$ cat config.mk
export PLATFORM = sky130hd
export DESIGN_NAME = anima_derrota
export DESIGN_NICKNAME = d
export VERILOG_FILES = /design/src/rtl/anima_pkg.sv /design/src/rtl/detector_quadro.sv /design/src/rtl/anima_derrota.sv
export SDC_FILE = /design/constraint.sdc
export NUM_CORES = 1
export LEC_CHECK = 0
export ABC_AREA = 1
export CAP_MARGIN = 5
export CELL_PAD_IN_SITES_DETAIL_PLACEMENT = 1
export CELL_PAD_IN_SITES_GLOBAL_PLACEMENT = 1
export CORE_ASPECT_RATIO = 0.6
export CORE_UTILIZATION = 33
export DETAILED_ROUTE_END_ITERATION = 8
export MAX_ROUTING_LAYER = met4
export PLACE_DENSITY_LB_ADDON = 0.15
export REMOVE_ABC_BUFFERS = 1
export SLEW_MARGIN = 20
export SYNTH_ARGS = -nofsm -noshare
export SYNTH_HDL_FRONTEND = slang
export SYNTH_SLANG_ARGS = --single-unit
$ cat constraint.sdc
create_clock -name clk -period 1.78 [get_ports clk]
set_input_delay 0.178 -clock clk [delete_from_list [all_inputs] [get_ports clk]]
set_output_delay 0.178 -clock clk [all_outputs]
set_load 0.05 [all_outputs]
$ cat src/rtl/anima_pkg.sv
// Shared types and geometry helpers for the defeat-screen sprite animator.
package anima_pkg;

  typedef enum logic [1:0] {
    IDLE    = 2'd0,
    DESCEND = 2'd1,
    BOUNCE  = 2'd2
  } state_t;

  typedef enum logic {
    DIR_RIGHT = 1'b0,
    DIR_LEFT  = 1'b1
  } dir_t;

  function automatic int sprite_w(input int scale);
    return 8 * scale;
  endfunction

  function automatic int x_max(input int h_active, input int scale);
    return h_active - sprite_w(scale);
  endfunction

  // Rightmost legal left column for the default geometry (640 wide, 16 px sprite)
  localparam int X_MAX = x_max(640, 2);

endpackage

$ cat src/rtl/detector_quadro.sv
// One-clk frame tick at the first blanking line, tolerant of counters held for several clks.
module detector_quadro #(
  parameter int V_ACTIVE = 480
) (
  input  logic       clk,
  input  logic       reset,
  input  logic [9:0] h_counter,
  input  logic [9:0] v_counter,
  output logic       quadro
);

  logic cond, cond_d;

  assign cond = (h_counter == 10'd0) && (v_counter == 10'(V_ACTIVE));

  // cond_d comes out of reset high so a condition already present at release is not a new edge
  always_ff @(posedge clk or negedge reset) begin
    if (!reset) begin
      cond_d <= 1'b1;
      quadro <= 1'b0;
    end else begin
      cond_d <= cond;
      quadro <= cond & ~cond_d;
    end
  end

endmodule

$ cat src/rtl/anima_derrota.sv
// Defeat-screen sprite motion: descend to a target row, then bounce between the side walls.
module anima_derrota
  import anima_pkg::*;
#(
  parameter int SCALE       = 2,
  parameter int H_ACTIVE    = 640,
  parameter int V_ACTIVE    = 480,
  parameter int STEP        = 2,
  parameter int ANIM_FRAMES = 15,
  parameter int START_X     = 312,
  parameter int START_Y     = 0,
  parameter int TARGET_Y    = 232
) (
  input  logic       clk,
  input  logic       reset,
  input  logic       enable,
  input  logic [9:0] h_counter,
  input  logic [9:0] v_counter,
  output logic [9:0] pos_X,
  output logic [9:0] pos_Y,
  output logic       troca,
  output logic       em_posicao,
  output logic       quadro
);

  localparam int XM  = x_max(H_ACTIVE, SCALE);
  localparam int ACW = (ANIM_FRAMES > 1) ? $clog2(ANIM_FRAMES) : 1;

  state_t         state, state_nx;
  dir_t           dir, dir_nx;
  logic [9:0]     px_nx, py_nx;
  logic           troca_nx, em_nx, clear;
  logic [ACW-1:0] acnt, acnt_nx;
  logic [10:0]    sum_x, sum_y;
  logic           tick;

  detector_quadro #(.V_ACTIVE(V_ACTIVE)) u_det (
    .clk       (clk),
    .reset     (reset),
    .h_counter (h_counter),
    .v_counter (v_counter),
    .quadro    (tick)
  );

  assign quadro = tick;

  always_comb begin
    state_nx = state;
    dir_nx   = dir;
    px_nx    = pos_X;
    py_nx    = pos_Y;
    troca_nx = troca;
    em_nx    = em_posicao;
    acnt_nx  = acnt;
    clear    = 1'b0;
    sum_x    = {1'b0, pos_X} + 11'(STEP);
    sum_y    = {1'b0, pos_Y} + 11'(STEP);
    case (state)
      IDLE: if (enable) state_nx = DESCEND;
      DESCEND, BOUNCE: begin
        // dropping enable wins over a coinciding tick
        if (!enable) clear = 1'b1;
        else if (tick) begin
          if (acnt == ACW'(ANIM_FRAMES - 1)) begin
            acnt_nx  = '0;
            troca_nx = ~troca;
          end else begin
            acnt_nx = acnt + 1'b1;
          end
          if (state == DESCEND) begin
            if (sum_y >= 11'(TARGET_Y)) begin
              py_nx    = 10'(TARGET_Y);
              state_nx = BOUNCE;
              em_nx    = 1'b1;
            end else begin
              py_nx = sum_y[9:0];
            end
          end else if (dir == DIR_RIGHT) begin
            if (sum_x >= 11'(XM)) begin
              px_nx  = 10'(XM);
              dir_nx = DIR_LEFT;
            end else begin
              px_nx = sum_x[9:0];
            end
          end else begin
            if ({1'b0, pos_X} <= 11'(STEP)) begin
              px_nx  = '0;
              dir_nx = DIR_RIGHT;
            end else begin
              px_nx = pos_X - 10'(STEP);
            end
          end
        end
      end
      default: clear = 1'b1;
    endcase
    if (clear) begin
      state_nx = IDLE;
      dir_nx   = DIR_RIGHT;
      px_nx    = 10'(START_X);
      py_nx    = 10'(START_Y);
      troca_nx = 1'b0;
      em_nx    = 1'b0;
      acnt_nx  = '0;
    end
  end

  always_ff @(posedge clk or negedge reset) begin
    if (!reset) begin
      state      <= IDLE;
      dir        <= DIR_RIGHT;
      pos_X      <= 10'(START_X);
      pos_Y      <= 10'(START_Y);
      troca      <= 1'b0;
      em_posicao <= 1'b0;
      acnt       <= '0;
    end else begin
      state      <= state_nx;
      dir        <= dir_nx;
      pos_X      <= px_nx;
      pos_Y      <= py_nx;
      troca      <= troca_nx;
      em_posicao <= em_nx;
      acnt       <= acnt_nx;
    end
  end

endmodule

# After elaboration in Yosys (flattened, before gate mapping)
# Index checks and enable logic that the tools add are counted.
# word_totals
regBits	31
wordCells	93
inputBits	23
out_inout_bits	23
# op_classes
bitwise_logic	3
n_lt_le_gt_ge	3
n_mux	47
n_addsub	4
n_eq_ne	10
reduce_logical	17
# ops
op	n
2-to-1 mux 10 bit	14
adder 10 x 2 -> 11 bit, second input constant	2
2-to-1 mux 1 bit	20
2-to-1 mux 4 bit	5
2-to-1 mux 2 bit	6
inequality test 3 bit, second input constant	4
AND reduction 4 bit	3
nonzero test 2 bit	6
>= comparator 11 x 10 -> 1 bit, second input constant	1
>= comparator 11 x 8 -> 1 bit, second input constant	1
== test 10 x 9 -> 1 bit, second input constant	1
less-or-equal comparator 10 x 2 -> 1 bit, second input constant	1
logical NOT 10 bit	1
subtractor 10 x 2 -> 10 bit, second input constant	1
AND reduction 6 bit	1
AND reduction 5 bit	1
adder 4 x 1 -> 4 bit, second input constant	1
== test 4 bit, second input constant	1
case mux 2 bit (2 select lines)	1
inequality test 3 x 2 -> 1 bit, second input constant	1
AND reduction 3 bit	1
nonzero test 3 bit	1
== test 2 x 1 -> 1 bit, second input constant	1
== test 2 bit, second input constant	1
7 further kinds	8

# Logic depth before layout (Yosys ltp)
# depth
ltp_word	9
ltp_mapped	14
depth_no_buf	14

# Hierarchy
# From an unflattened synthesis, not the netlist that was laid out.
# unflattened
hier_cells	297
hier_area_um2	2080.7
# modules_own_cells
module	area_each_um2	n_inst	seq_area_each_um2	cells_each
anima_derrota	1924.3	1	680.7	272
detector_quadro	156.4	1	51.3	25

# Least setup slack after synthesis
# OpenSTA, ideal clock, no wires.
# synth_timing
path_kind	reg2reg
start	register pos_Y[1]
end	register state[0]
path_stages_with_launch	15
synth_period_minus_slack_ns	1.971
path_buffers	0
arrival_time_ns	1.855
required_time_ns	1.664
path_slack_ns	-0.191
setup_ns	0.116
cell_sequence	dfrtp_1 -> ha_1 -> nand2_1 -> nor2_2 -> nand2_1 -> nand2_1 -> nand2_1 -> nand2_1 -> inv_2 -> nand2_4 -> nand3_1 -> nand2_1 -> nand2_1 -> nand2_1 -> nand2_1
# synth_between
elab_chain_len	4
# synth_rtl
item	line_no	source
from (decl)	anima_derrota.sv:20	output logic [9:0] pos_Y,
from (signal assigned)	anima_derrota.sv:113	pos_Y <= 10'(START_Y);
from (signal assigned)	anima_derrota.sv:121	pos_Y <= py_nx;
adder 10 x 2 -> 11 bit	anima_derrota.sv:57	sum_y = {1'b0, pos_Y} + 11'(STEP);
>= comparator 11 x 8 -> 1 bit	anima_derrota.sv:71	if (sum_y >= 11'(TARGET_Y)) begin
inequality test 3 bit (no line)	-	
AND reduction 6 bit (no line)	-	
to (signal assigned)	anima_derrota.sv:118	state <= state_nx;
to (decl)	anima_derrota.sv:29	state_t state, state_nx;
# Every way passes these cells.
# A chain may end at the register's enable or synchronous reset.

# Worst setup path after layout
# layout_timing
start	register pos_X[3]
end	register pos_X[6]
# layout_between
elab_chain_len	9
elab_cells_between_ends	12
cone_classes	add/sub (2); order compare (2); mux (8)
# layout_rtl
item	line_no	source
from (decl)	anima_derrota.sv:19	output logic [9:0] pos_X,
from (signal assigned)	anima_derrota.sv:112	pos_X <= 10'(START_X);
from (signal assigned)	anima_derrota.sv:120	pos_X <= px_nx;
adder 10 x 2 -> 11 bit	anima_derrota.sv:56	sum_x = {1'b0, pos_X} + 11'(STEP);
>= comparator 11 x 10 -> 1 bit	anima_derrota.sv:79	if (sum_x >= 11'(XM)) begin
2-to-1 mux 10 bit	anima_derrota.sv:79	
2-to-1 mux 10 bit *	anima_derrota.sv:78	end else if (dir == DIR_RIGHT) begin
2-to-1 mux 10 bit *	anima_derrota.sv:70	if (state == DESCEND) begin
2-to-1 mux 10 bit *	anima_derrota.sv:63	else if (tick) begin
2-to-1 mux 10 bit *	anima_derrota.sv:62	if (!enable) clear = 1'b1;
2-to-1 mux 10 bit *	anima_derrota.sv:58	case (state)
2-to-1 mux 10 bit *	anima_derrota.sv:97	if (clear) begin
# Mark *: on every way between the ends. The rest lies on a longest branch, timed or not. The select of a mux whose other input is x is not followed.

==> metrics.yaml <==
grt_overflow: 0
cp_slowest_cell: "dfstp_2"
fillers: 767
die_h_um: 64.0
htree_levels: 2
grt_pass1_vias: 2243
drt-vias-per-instance: 4.82
dieArea_mm2: 0.00674
gp_congestion: 0.826
end_kind: "register"
arrival_ps: 1930
cts_sinks: 29
drc: 0
seqPwrFrac: 0.218
irDropWorstVdd_uv: 723
regArea_um2: 733
path_clk_slew_ps: 60
die_w_um: 105
critPathKind: "reg -> reg"
fmax_mhz: 564
slew_viol_final: 0
cap_violations: 0
critPathMaxStageDelay_ps: 620
cp_max_fo: 7
row_count: 22
ys.warnings.count: 0
power.switching_uw: 2610
fin_crit_ps: 1770
start_kind: "register"
grt_max_degree: 30
power_density_mw_per_mm2: 1620
start_util: 0.344
grt_use_total: 0.218
worstSkewPairLatency_ps: 280
p_comb_frac: 0.680
critPathRequiredTime_ps: 1940
ys_ff_latch: 29
power_frac_clock: 0.101
drive_above_1_share: 0.347
multi_input_area_mm2: 0.00138
seq_area_frac_synth: 0.346
hold_path.class: "in -> async"
yosysUniqueCellTypes: 36
total_leakage_power_uw: 0.00158
antenna_cells: 0
first_pass_iters: 4
cts_root_buffer: "clkbuf_8"
dr.first_iter.drc_count: 91
nets: 414
fin_skew_ps: 3.83
tightest_slew_ps: 510
layout_commonest_cell: "nand2_1"
post-route-period-util: 0.995
wl_per_cell_um: 14.7
finalSetupViolCount: 0
antenna_left: 0
status: "finished, final reports clean"
slew_headroom: 0.659
drt_wl_total_um: 6890
rsz0062_at_grt: "yes"
placed_area_mm2: 0.00287
hold_viol_final: 0
critPathMostFrequentCell: "nand2_1"
grt_pass1_wl_um: 11100
final_cell_mix: "60 x nand2_1, 48 x buf_4, 31 x inv_1"
cts_hold_buf: 0
synth.avg_cell_area_um2: 7.19
cts_buffers: 5
synth.cell_area_mm2: 0.00211
io_pins: 46
path_cells: "nand2_2 > nor2_4 > inv_2 > nand2_1 > nand2_1 > nor2_2 > nand2_2 > nand2_4 > nand3_1 > o211ai_1 > nand2_1"
switching_share: 0.501
antenna_found_initial: 0
fin_area_mm2: 0.00322
vias: 2252
core_area_mm2: 0.00614
area_growth_pct: 52.5
cts_buffer_depth: 2
hpwl_um: 5190
total_power_uw: 5210
portBuffers: 43
tritoncts: "built"
syn_inst: 294
internal_power_uw: 2600
Yosys cell counts:
master | instances | share of area
o21ai_1 | 4 | 0.0095
nor2_2 | 5 | 0.015
nand2_2 | 5 | 0.015
a22o_1 | 1 | 0.0041
o211ai_1 | 1 | 0.0036
or2_2 | 2 | 0.0059
a21oi_1 | 9 | 0.021
buf_2 | 2 | 0.0047
o21ai_2 | 1 | 0.0041
o21a_1 | 1 | 0.0036
or2_0 | 1 | 0.0030
nand3_1 | 33 | 0.078
dfrtp_1 | 24 | 0.28
nor4_1 | 3 | 0.0089
conb_1 | 1 | 0.0018
a22oi_2 | 1 | 0.0059
o211ai_2 | 1 | 0.0059
nor3b_1 | 2 | 0.0071
o22ai_1 | 1 | 0.0030
ha_1 | 9 | 0.053
o21ai_0 | 14 | 0.033
nor3_1 | 2 | 0.0047
nor2_4 | 1 | 0.0053
or4_1 | 2 | 0.0071
nand2_1 | 71 | 0.13
inv_1 | 37 | 0.066
xor2_1 | 11 | 0.046
a22oi_1 | 1 | 0.0036
nand2_4 | 4 | 0.021
nand4_1 | 1 | 0.0030
buf_4 | 3 | 0.011
o21ai_4 | 1 | 0.0077
a21oi_4 | 1 | 0.0077
nor2_1 | 25 | 0.044
dfstp_2 | 5 | 0.062
inv_2 | 8 | 0.014
worst paths after layout:
| path | depth (start not counted) | from | slack [ps] | end |
|---|---|---|---|---|
| min in group clk | 3 | h_counter[2] | 510 | u_det.cond_d |
| max reg2reg | 11 | pos_X[3] | 8 | pos_X[6] |
| min reg2reg | 2 | state[1] | 510 | state[1] |
| max in group asynchronous | 2 | reset | 1170 | u_det.cond_d |
| max | 11 | pos_X[3] | 8 | pos_X[6] |
| min | 2 | reset | 290 | pos_Y[6] |
registers in the layout (all words and copies together) (netlist names):
signal / count
pos_X: 9
pos_Y: 9
acnt: 4
state: 2
dir: 1
em_posicao: 1
troca: 1
u_det.cond_d: 1
u_det.quadro: 1
worst max-delay path: cells and delay by family, from the launching register on:
kind | cells | cell delay (ps)
simple gates | 9 | 860
flops | 1 | 620
compound gates | 1 | 110
buf+inv | 1 | 50
per-layer routing:
metal / share of wire / wire [um] / vias to the layer above / GRT usage
li1: - / - / 1111 / -
met1: 0.51 / 3540 / 1076 / 0.323
met2: 0.44 / 3010 / 53 / 0.306
met3: 0.040 / 275 / 12 / 0.0388
met4: 0.0093 / 64 / 0 / 0.0458
met5: 0 / 0 / - / -
power groups by stage:
stage          clock, uW  combinational, uW  sequential [uW]
2_1_floorplan          0               1330             1580
5_1_grt              569               3840             1160
3_5_place_dp           0               3080             1110
4_1_cts              544               3270             1100
6_report             528               3540             1140
3_3_place_gp           0               3030             1110
what timing repair did:
item,CTS,global route
buffers inserted,4,4
pin swaps,3,14
gates resized for setup,13,55
cloned,0,0
endpoints found under the setup margin,16,23
final cells by class:
class / count / share of cell area
Inverter: 45 / 0.0532
Tap cell: 84 / 0.0326
Timing Repair Buffer: 85 / 0.234
Clock buffer: 8 / 0.0248
Multi-Input combinational cell: 216 / 0.428
Sequential cell: 29 / 0.227
per-stage QoR:
step / instances / setup slack, ps / hold WS [ps] / util / TNS, ps
after floorplan: 290 / -191 / -118 / - / -2510
after global placement: 451 / -11.2 / 461 / 0.467 / -12.0
after detailed placement: 451 / -108 / 469 / 0.467 / -919
after CTS: 463 / 0.234 / 302 / 0.493 / 0
after global routing: 467 / -117 / 332 / 0.525 / -1030
final: 467 / 8.49 / 288 / 0.525 / 0
kinds of logic (layout without fill, tap and decap cells):
family,after synthesis,in the layout,share of synthesized area
compound gates,37,37,0.113
xor+xnor,11,11,0.0456
fa+ha+maj,9,9,0.0533
buf+inv,50,138,0.0953
flops,29,29,0.346
other cells,1,2,0.00177
simple gates,157,157,0.345
(Power assumes the default switching activity.)
